==> config.mk <==
export PLATFORM = sky130hd
export DESIGN_NAME = polyz_pack_stream
export DESIGN_NICKNAME = d
export VERILOG_FILES = /design/src/rtl/polyz_pack_stream.sv
export SDC_FILE = /design/constraint.sdc
export NUM_CORES = 1
export LEC_CHECK = 0
export CORE_ASPECT_RATIO = 2
export CORE_MARGIN = 10
export CORE_UTILIZATION = 50
export CTS_CLUSTER_DIAMETER = 60
export DETAILED_ROUTE_END_ITERATION = 10
export PLACE_DENSITY_LB_ADDON = 0.15
export SLEW_MARGIN = 10
export SYNTH_ARGS = -nofsm -noshare
export SYNTH_HDL_FRONTEND = slang
export SYNTH_SLANG_ARGS = --single-unit
==> constraint.sdc <==
create_clock -name clk -period 4.45 [get_ports clk]
set_input_delay 0.445 -clock clk [delete_from_list [all_inputs] [get_ports clk]]
set_output_delay 0.445 -clock clk [all_outputs]
set_load 0.01 [all_outputs]
==> src/rtl/polyz_pack_stream.sv <==
// Streaming z-polynomial packer: each signed coefficient pair becomes {GAMMA1-c1, GAMMA1-c0} in 20-bit fields, emitted as 5 bytes LSB first.
// Optional range checking of accepted coefficients is built when POLYZ_PACK_RANGECHK_EN is defined.
module polyz_pack_stream #(
  parameter int GAMMA1 = 524288,
  parameter int NPAIRS = 128
) (
  input  logic        clk,
  input  logic        rst_n,
  input  logic        in_valid,
  output logic        in_ready,
  input  logic [31:0] in_c0,
  input  logic [31:0] in_c1,
  output logic        out_valid,
  input  logic        out_ready,
  output logic [7:0]  out_byte,
  output logic        out_last,
  output logic        err_range
);

  localparam int FW = $clog2(GAMMA1) + 1;
  localparam int WW = 2 * FW;
  localparam int NB = WW / 8;
  localparam int PW = $clog2(NPAIRS);
  localparam logic [31:0] G1 = 32'(GAMMA1);

  // Handshake: a transfer happens on a rising edge where valid and ready are
  // both high; out_byte/out_last are held stable while out_valid waits on out_ready.

  typedef enum logic {EMPTY, SHIFT} state_t;

  state_t          state;
  logic [WW-1:0]   word;
  logic [2:0]      byte_idx;
  logic [PW-1:0]   pair_cnt;
  logic            word_last;

  logic [FW-1:0]   t0;
  logic [FW-1:0]   t1;
  logic            last_byte;
  logic            out_xfer;
  logic            accept;

  assign t0 = FW'(G1 - in_c0);
  assign t1 = FW'(G1 - in_c1);

  assign last_byte = (byte_idx == 3'(NB - 1));
  assign out_valid = (state == SHIFT);
  assign out_byte  = word[7:0];
  assign out_last  = (state == SHIFT) && last_byte && word_last;
  assign out_xfer  = out_valid && out_ready;
  // A new pair may land in the same cycle the final byte of the previous word leaves.
  assign in_ready  = (state == EMPTY) || ((state == SHIFT) && last_byte && out_ready);
  assign accept    = in_valid && in_ready;

  always_ff @(posedge clk or negedge rst_n) begin
    if (!rst_n) begin
      state     <= EMPTY;
      word      <= '0;
      byte_idx  <= '0;
      pair_cnt  <= '0;
      word_last <= 1'b0;
    end else begin
      if (accept) begin
        state     <= SHIFT;
        word      <= {t1, t0};
        byte_idx  <= '0;
        word_last <= (pair_cnt == PW'(NPAIRS - 1));
        pair_cnt  <= (pair_cnt == PW'(NPAIRS - 1)) ? '0 : pair_cnt + 1'b1;
      end else if (out_xfer) begin
        if (last_byte) begin
          state     <= EMPTY;
          word      <= '0;
          byte_idx  <= '0;
          word_last <= 1'b0;
        end else begin
          word     <= word >> 8;
          byte_idx <= byte_idx + 3'd1;
        end
      end
    end
  end

`ifdef POLYZ_PACK_RANGECHK_EN
  localparam logic signed [31:0] C_HI = 32'(GAMMA1);
  localparam logic signed [31:0] C_LO = 32'(1 - GAMMA1);

  logic c0_ok;
  logic c1_ok;
  logic err_q;

  assign c0_ok = ($signed(in_c0) >= C_LO) && ($signed(in_c0) <= C_HI);
  assign c1_ok = ($signed(in_c1) >= C_LO) && ($signed(in_c1) <= C_HI);

  // Sticky; only a clean pair 0 of a fresh polynomial clears it.
  always_ff @(posedge clk or negedge rst_n) begin
    if (!rst_n) begin
      err_q <= 1'b0;
    end else if (accept) begin
      if (!(c0_ok && c1_ok)) begin
        err_q <= 1'b1;
      end else if (pair_cnt == '0) begin
        err_q <= 1'b0;
      end
    end
  end

  assign err_range = err_q;
`else
  assign err_range = 1'b0;
`endif

endmodule
* Yosys cells after proc, flatten, opt, wreduce, memory -nomap -nowiden *
Index checks and enable logic that the tools add are counted.

word-level totals
  output and inout port bits = 12
  bits in registers = 52
  input port bits = 68
  logic and storage cells = 32

operators by class
  reductions and logical operators = 9
  bitwise operators = 1
  equality and inequality tests = 2
  muxes and demuxes = 11
  add/sub/neg operators = 4

operators by type and width
  cell                                         count
  two-way mux 40 bit                           2
  subtractor 20 bit, first input constant      2
  two-way mux 32 bit                           1
  two-way mux 3 bit                            3
  adder 7 x 1 -> 7 bit, second input constant  1
  equality test 7 bit, second input constant   1
  two-way mux 7 bit                            1
  logical AND 1 bit                            5
  two-way mux 1 bit                            4
  nonzero test 2 bit                           2
  adder 3 x 1 -> 3 bit, second input constant  1
  equality test 3 bit, second input constant   1
  AND reduction 2 bit                          1
  logical OR 1 bit                             1
  inverter 1 bit                               1

* Logic depth before layout (Yosys ltp) *
Gate-level depths: netlist of run 1.

  depth after elaboration = 7
  gate-level depth with buffers = 8

* Least setup slack after synthesis of run 1 *
Ideal clock, no wire load.

  kind = input to register
  start point = input port in_c1[1]
  end point = register word[33]
  setup time = 0.122 ns
  data arrival time = 2.037 ns
  path slack = 2.291 ns
  cell stages on the path = 5
  cell sequence = or4_4 or2_1 buf_6 or4_1 a32o_1

on the way
  word-level cells in the longest chain between the ends = 2

ends and longest elaborated chain
  item                  line  text
  from (decl)           12    input logic [31:0] in_c1,
  subtractor 20 bit     44    assign t1 = FW'(G1 - in_c1);
  two-way mux 40 bit    63    if (accept) begin
  to (signal assigned)  65    word <= {t1, t0};
  to (signal assigned)  76    word <= word >> 8;
  to (decl)             32    logic [WW-1:0] word;

No other way between the ends.
A chain may end at the register's enable or synchronous reset.

* Final worst setup path of run 1 *
  start point = input port in_c0[0]
  end point = register word[14]

on the way
  word-level cells in the longest chain between the ends = 2

ends and longest elaborated chain
  item                line  text
  from (decl)         11    input logic [31:0] in_c0,
  subtractor 20 bit   43    assign t0 = FW'(G1 - in_c0);
  two-way mux 40 bit  63

No other way between the ends.

==> results of run 1 <==
-- metrics by stage --
step                      utilization [%]  setup WS [ns]  area (sq um)  hold WS (ns)
final                                61.7           1.90          3680         0.259
after detailed placement             59.2           1.57          3520         0.458
after floorplan                         -           2.29          3030         0.149
after CTS                            61.7           1.87          3680         0.293
after global routing                 61.7           1.74          3680         0.324
after global placement               59.2           1.60          3520         0.455
-- flip-flops by register name (all words and copies together) (netlist names) --
register   cells
byte_idx       3
word_last      1
pair_cnt       7
word          40
out_valid      1
-- logic make-up (layout without fill, tap and decap cells) --
kind of cell	after synthesis	in the layout	synth area share (%)
mux	1	1	0.372
buf+inv	38	72	6.08
simple gates	103	103	19.6
flops	52	52	43.0
compound gates	99	99	22.7
fa+ha+maj	5	5	2.07
other cells	1	1	0.124
xor+xnor	21	21	6.08
-- final cells by class --
class                   count  share of cell area (%)
multi-input cells         230                    42.3
flip-flops and latches     52                    35.4
repair buffers             57                    15.2
clock buffers               7                    4.15
well taps                  63                    2.14
inverters                   8                   0.817
-- worst register-to-register path: cells and delay by family, from the launching register on --
kind            cells  cell delay, ns
flops               1            0.38
simple gates        3            0.96
buf+inv             1            0.08
fa+ha+maj           1            0.26
compound gates      1            0.47
-- path summary, 6_finish.rpt --
path                               end  cells past startpoint        start
max                           word[14]                      7     in_c0[0]
min                        byte_idx[2]                      2        rst_n
max reg2reg                   word[39]                      6  byte_idx[0]
min reg2reg                pair_cnt[6]                      1  pair_cnt[6]
max in group asynchronous      word[0]                      2        rst_n
min in group clk           pair_cnt[6]                      1  pair_cnt[6]
-- Yosys cell counts, drive strengths merged (2+ instances only) --
library cell | number | share of area [%]
ha | 5 | 2.1
nand2 | 23 | 2.9
nand3 | 9 | 1.5
a22oi | 29 | 7.2
or2 | 6 | 1.2
or3 | 10 | 2.1
nand3b | 4 | 0.99
a21oi | 5 | 0.83
a32oi | 2 | 0.58
xor2 | 12 | 3.5
o21ai | 30 | 5.0
xnor2 | 9 | 2.6
clkbuf | 19 | 2.4
dfrtp | 52 | 43
or4 | 11 | 3.0
o21a | 2 | 0.50
o211ai | 3 | 0.74
or4b | 3 | 0.99
nor3 | 12 | 2.0
o31ai | 9 | 2.2
a211o | 3 | 0.87
nand4 | 6 | 1.2
inv | 8 | 0.99
buf | 11 | 2.7
o41ai | 2 | 0.58
a32o | 5 | 1.7
nor4 | 5 | 1.0
nor2 | 7 | 0.87
a21boi | 3 | 0.74
-- power breakdown --
part / total [mW] / internal, mW / switching (mW)
clock network: 0.395 / 0.236 / 0.159
logic: 0.449 / 0.224 / 0.225
registers: 0.733 / 0.625 / 0.108
-- routing by layer --
layer / part of all wire (%) / vias to the layer above / routed length (um)
li1: - / 1269 / -
met1: 38 / 1255 / 2860
met2: 52 / 83 / 3840
met3: 7.2 / 11 / 533
met4: 2.9 / 0 / 214
met5: 0 / - / 0
==> flow_metrics.tcl, run 1 <==
set metrics [dict create \
    r2r_setup_slack_ns 2.23 \
    rsz0062_at_grt "no" \
    endpoint_kind "register" \
    syn_area_sq_um 3030 \
    core_area_sq_um 5960 \
    status "complete, no violations" \
    grt_use_met3_pct 3.73 \
    final_cell_mix "clkdlybuf4s50_1, dfrtp_1, o21ai_0, a22oi_1, nand2_1" \
    slowest_delay_ns 0.69 \
    setup_viol 0 \
    cap_violations 0 \
    rows 40 \
    grt_remaining_overflow 0 \
    cts_tree "done" \
    hold_buffers 0 \
    vias 2618 \
    via_per_inst 6.28 \
    grtUsageTotal_pct 16.0 \
    cts-root-buf "clkbuf_16" \
    die_w_um 75.0 \
    initial_core_util_pct 50.8 \
    dp_hpwl_um 5530 \
    grt_pass1_vias 2534 \
    synth_enable_flop_cells 0 \
    max_freq_ghz 0.392 \
    cp.buffers_inverters 2 \
    worstSkewPairLatency_ns 0.29 \
    cts_resized 0 \
    postSynthAreaPerCell_sq_um 9.45 \
    drcViolationCount 0 \
    htreeDepth 2 \
    hold_violations 0 \
    antenna_left 0 \
    crit_family "simple AND/OR/NAND/NOR gates" \
    total_power_mw 1.58 \
    port_buffers 54 \
    antenna_found_initial 0 \
    max_slew_margin_pct 18.8 \
    die_height_um 130 \
    grt_first_pass_wirelength_um 12200 \
    dr.pass1.iters 5 \
    synthArstFlopShare_pct 100 \
    p_per_area_nw_per_um2 429 \
    start_kind "input pin" \
    layout_commonest_cell "clkdlybuf4s50_1" \
    yosysWarnings 0 \
    path_class "input pin to register" \
    fin_skew_ns 0.00290 \
    final_cells 417 \
    place_inst 410 \
    fill_cells 520 \
    cts-buffers-inserted 5 \
    syn_to_final_growth_pct 21.5 \
    pin_count 80 \
    syn_nets 393 \
    cp_slowest_cell "or4b_2" \
    synth-seq-cells 52 \
    post-cts-setup-buffers 0 \
    die_area_sq_um 9750 \
    fin_crit_ns 2.55 \
    cp_data_arrival_time_ns 2.75 \
    drive_gt1_share_pct 6.78 \
    drv_slew 0 \
    synth.distinct_cells 51 \
    leakagePower_nw 1.47 \
    ir_drop_mv 0.252 \
    path_max_fanout 6 \
    finalNetCount 427 \
    synth_seq_area_share_pct 43.0 \
    fin_setup_tns_ns 0 \
    multi_input_area_sq_um 1560 \
    post-route-period-util_pct 57.3 \
    clock_path_buffers 2 \
    crit_required_ns 4.65 \
    grt-busiest-layer "met2" \
    drt-total-wl_um 7450 \
    wl_per_cell_um 17.9 \
    n_antenna_cell 0 \
    worst_pin_slew_ns 1.22 \
    gp_congestion 0.816 \
    clk_pin_slew_ns 0.06 \
    synthFlopType "dfrtp_1" \
    grt_util_met2_pct 26.6 \
    clkSinkCount 52 \
    synth_cells 320 \
    met1_usage_pct 18.6 \
    seq_area_sq_um 1300 \
    drtIter0Drc 188 \
    path_cells "clkdlybuf4s50_1 -> inv_1 -> ha_1 -> or4b_2 -> nor4_1 -> a21boi_0 -> o31ai_1" \
    grt_max_degree 53 \
    worst_hold_path_type "input pin to asynchronous set/reset pin" \
]
No activity file was read; power rests on OpenSTA's default activity.
==> inputs of run 2 (changes only) <==
CORE_UTILIZATION = 44   (was 50)
clock period = 2.3 ns   (was 4.45 ns; I/O delays follow)
==> run 2 against run 1 <==
Global-route usage shrank 0.77 points; power grew 93%; critical endpoint is now word[33]; clock-buffer cell count shrank 2; critical path type unchanged.
==> flow_metrics.tcl, run 2 (same netlist as run 1, synthesis figures left out) <==
set metrics [dict create \
    status "complete, no violations" \
    met3RoutedLength_um 383 \
    gp_congestion 0.828 \
    dr.pass1.iters 6 \
    largestRegisters "word x40, pair_cnt x7, byte_idx x3" \
    die_area_sq_um 10800 \
    cp_data_arrival_time_ns 2.34 \
    fin_skew_ns 0.0103 \
    fill_cells 625 \
    cts-buffers-inserted 5 \
    rows 42 \
    grt_pass1_vias 2719 \
    clkPwrFrac_pct 23.4 \
    wl_met2_um 4530 \
    post-cts-setup-buffers 0 \
    grt_remaining_overflow 0 \
    drcViolationCount 0 \
    path_class "input pin to register" \
    vias 2731 \
    initial_core_util_pct 45.3 \
    final_cells 474 \
    finalNetCount 459 \
    dp_hpwl_um 6430 \
    p_per_area_nw_per_um2 775 \
    cp_slowest_cell "or4_4" \
    seqPwrFrac_pct 46.4 \
    drt-total-wl_um 8310 \
    worst_pin_slew_ns 1.16 \
    via_per_inst 5.76 \
    clock_path_buffers 2 \
    dpl_cell_area_sq_um 3790 \
    n_antenna_cell 0 \
    cts_resized 0 \
    cts_tree "done" \
    path_cells "clkdlybuf4s50_1 -> or4_4 -> or2_1 -> or4_1 -> a32o_1" \
    pin_count 80 \
    p_int_mw 2.07 \
    wl_per_cell_um 17.5 \
    drive_gt1_share_pct 14.2 \
    cts-root-buf "clkbuf_16" \
    drtIter0Drc 156 \
    start_kind "input pin" \
    worstSkewPairLatency_ns 0.29 \
    final_cell_mix "clkdlybuf4s50_1, dfrtp_1, buf_4, o21ai_0, a22oi_1" \
    final_util_pct 59.0 \
    clk_pin_slew_ns 0.07 \
    largest-register "word" \
    core_area_sq_um 6670 \
    place_inst 466 \
    drt-met1-wl_um 3240 \
    leakagePower_nw 1.61 \
    grt_first_pass_wirelength_um 13200 \
    ir_drop_mv 0.330 \
    setup_viol 0 \
    syn_to_final_growth_pct 30.1 \
    post-route-period-util_pct 94.2 \
    r2r_start "out_valid" \
    path_max_fanout 9 \
    die_height_um 137 \
    largest_reg_flops 40 \
    power_switching_mw 0.982 \
    pwr-share-comb_pct 30.1 \
    hold_ws_ns 0.460 \
    rsz0062_at_grt "no" \
    max_slew_margin_pct 22.4 \
    endpoint_kind "register" \
    antenna_found_initial 0 \
    slowest_delay_ns 0.57 \
    max_freq_ghz 0.461 \
    swShare_pct 32.2 \
    grtUsageTotal_pct 15.2 \
    layout_commonest_cell "clkdlybuf4s50_1" \
    fin_crit_ns 2.17 \
    top_layer "met4" \
    hold_violations 0 \
    antenna_left 0 \
    critPathLaunch "in_c1[1]" \
    htreeDepth 2 \
    cap_violations 0 \
    die_w_um 78.6 \
    design_area_sq_um 3940 \
    total_power_mw 3.05 \
    clkSinkCount 52 \
    crit_required_ns 2.47 \
    port_buffers 54 \
    grt_max_degree 48 \
    worst_hold_path_type "input pin to asynchronous set/reset pin" \
    drv_slew 0 \
]
-- run 2: power groups by stage --
stage               registers [mW]  clock network (mW)  logic [mW]
floorplan                     1.36                   0       0.608
global placement              1.42                   0       0.901
detailed placement            1.43                   0       0.929
CTS                           1.41               0.729       0.931
global route                  1.45               0.764        1.03
finish                        1.42               0.715       0.919
-- run 2: layer usage --
| layer | up-vias | track usage (%) |
|---|---|---|
| met3 | 11 | 3.26 |
| met2 | 68 | 28.9 |
| met4 | 0 | 5.91 |
| met5 | - | 0 |
| li1 | 1335 | - |
| met1 | 1317 | 15.5 |
-- run 2: through the flow --
step                      setup slack (ns)  TNS, ns
after floorplan                      0.356        0
after detailed placement            -0.165    -1.36
after global routing                0.0209        0
final                                0.133        0
after global placement              -0.131   -0.840
after CTS                            0.134        0
-- run 2: worst paths after layout --
kind	endpoint	slack, ns	cells after the start
max in group asynchronous	word[30]	1.18	3
hold reg to reg	pair_cnt[6]	0.48	1
setup reg to reg	word[15]	0.19	4
setup / recovery	word[33]	0.13	5
min in group clk	pair_cnt[6]	0.48	1
hold / removal	byte_idx[2]	0.46	2
-- run 2: layout make-up --
type                    instances  area [sq um]  share of cell area, %
multi-input cells             230          1560                   39.5
flip-flops and latches         52          1300                   33.1
repair buffers                 89           801                   20.3
clock buffers                   5           125                   3.18
well taps                      88           110                   2.80
inverters                       8          30.0                  0.763
clock inverters                 2          12.5                  0.318
-- run 2: timing repair --
item | in CTS | in global routing
endpoints found under the setup margin | 0 | 0
hold endpoints to repair | 23 | 0
hold buffers | 1 | 0
-- run 2: critical path, delay by kind of cell --
family          cells  cell delay [ns]
compound gates      1             0.26
buf+inv             1             0.44
simple gates        3             1.42
==> inputs of run 3 (changes only) <==
CELL_PAD_IN_SITES_DETAIL_PLACEMENT = 0   (was default)
CELL_PAD_IN_SITES_GLOBAL_PLACEMENT = 1   (was default)
CORE_UTILIZATION = 33   (was 44)
==> run 3 against run 2 <==
Non-clock buffer count grew 4; power is 0.62% higher; worst hold slack better by 0.013 ns; design area rose by 1.5%; clock skew fell by 0.0034 ns; highest routed layer unchanged.
==> flow_metrics.tcl, run 3 (same netlist as run 1, synthesis figures left out) <==
set metrics [dict create \
    initial_core_util_pct 33.8 \
    dp_hpwl_um 6630 \
    place_worst_setup_slack_ns -0.175 \
    largestRegisters "word x40, pair_cnt x7, byte_idx x3" \
    dpl_cell_area_sq_um 3850 \
    grt_pass1_vias 2791 \
    cts_resized 0 \
    gp_congestion 0.796 \
    cp_data_arrival_time_ns 2.34 \
    endpoint_kind "register" \
    rows 49 \
    fin_setup_tns_ns 0 \
    path_max_fanout 5 \
    ir_drop_mv 0.325 \
    clock_path_buffers 2 \
    core_area_sq_um 8950 \
    wl_per_cell_um 17.7 \
    final_cell_mix "clkdlybuf4s50_1, dfrtp_1, buf_4, o21ai_0, a22oi_1" \
    fill_cells 885 \
    cts-root-buf "clkbuf_16" \
    clkSinkCount 52 \
    vias 2679 \
    worst_hold_path_type "input pin to asynchronous set/reset pin" \
    cts-buffers-inserted 5 \
    die_area_sq_um 13600 \
    start_kind "input pin" \
    clk_pin_slew_ns 0.07 \
    grt_remaining_overflow 0 \
    hold_buffers 1 \
    largest-register "word" \
    die_height_um 155 \
    p_per_area_nw_per_um2 768 \
    grtUsageTotal_pct 13.1 \
    dr.pass1.iters 4 \
    htreeDepth 2 \
    clkPwrFrac_pct 23.7 \
    antenna_found_initial 0 \
    path_class "input pin to register" \
    antenna_left 0 \
    drv_slew 0 \
    pin_count 80 \
    layout_commonest_cell "clkdlybuf4s50_1" \
    seqPwrFrac_pct 46.0 \
    cap_violations 0 \
    finalWorstSetupSlack_ns 0.126 \
    cts_tree "done" \
    power_switching_mw 0.992 \
    fin_skew_ns 0.00690 \
    grt_first_pass_wirelength_um 14200 \
    status "complete, no violations" \
    final_cells 492 \
    syn_to_final_growth_pct 32.1 \
    worstSkewPairLatency_ns 0.29 \
    finalNetCount 463 \
    largest_reg_flops 40 \
    max_freq_ghz 0.460 \
    crit_required_ns 2.47 \
    drtIter0Drc 153 \
    via_per_inst 5.45 \
    design_area_sq_um 4000 \
    drive_gt1_share_pct 15.1 \
    die_w_um 87.7 \
    port_buffers 54 \
    fin_crit_ns 2.17 \
    n_antenna_cell 0 \
    swShare_pct 32.3 \
    setup_viol 0 \
    drt-total-wl_um 8730 \
    place_inst 484 \
    p_int_mw 2.08 \
    hold_violations 0 \
    max_slew_margin_pct 27.6 \
    leakagePower_nw 1.64 \
    r2r_setup_slack_ns 0.24 \
    hold_ws_ns 0.474 \
    post-route-period-util_pct 94.5 \
    rsz0062_at_grt "no" \
    grt_max_degree 40 \
    worst_pin_slew_ns 1.08 \
    drcViolationCount 0 \
    post-cts-setup-buffers 0 \
    pwr-share-comb_pct 30.3 \
]
[run 3: changes by cell type in the layout (fill, tap and decap cells not counted), sizes merged]
cell / delta
buf: +4
[run 3: critical path, cell delays in order]
cell,delay (ns)
clkdlybuf4s50_1,0.44
inv_1,0.09
ha_1,0.22
or4b_1,0.59
buf_4,0.20
nor4_1,0.30
xor2_1,0.18
o21ai_0,0.09
[run 3: path summary, 6_finish.rpt]
kind,startpoint,to,cells after the start
setup / recovery,in_c1[0],word[30],8
hold / removal,rst_n,word[3],2
setup reg to reg,out_valid,word[14],5
hold reg to reg,pair_cnt[6],pair_cnt[6],1
max in group asynchronous,rst_n,word[24],3
min in group clk,pair_cnt[6],pair_cnt[6],1
[run 3: power groups by stage]
stage | registers (mW) | logic (mW) | clock network (mW)
6_report | 1.41 | 0.931 | 0.726
5_1_grt | 1.45 | 1.05 | 0.788
4_1_cts | 1.41 | 0.952 | 0.753
3_5_place_dp | 1.43 | 0.947 | 0
3_3_place_gp | 1.42 | 0.934 | 0
2_1_floorplan | 1.36 | 0.608 | 0
[run 3: metal layers]
metal  part of all wire (%)  vias up  track usage, %
li1                       -     1342               -
met1                     39     1275            14.1
met2                     55       52            23.7
met3                    4.3       10            2.93
met4                    1.9        0            4.96
met5                      0        -               0
[run 3: through the flow]
stage	utilization (%)	power (mW)
after floorplan	-	1.97
after global placement	43.0	2.35
after detailed placement	43.0	2.38
after CTS	44.6	3.12
after global routing	44.6	3.29
final	44.6	3.07
[run 3: area by class of cell]
| type | instances | area, sq um | share of cell area, % |
|---|---|---|---|
| Clock buffer | 5 | 125 | 3.13 |
| Timing Repair Buffer | 93 | 843 | 21.1 |
| Clock inverter | 2 | 12.5 | 0.313 |
| Tap cell | 102 | 128 | 3.19 |
| Inverter | 8 | 30.0 | 0.752 |
| Sequential cell | 52 | 1300 | 32.6 |
| Multi-Input combinational cell | 230 | 1560 | 38.9 |
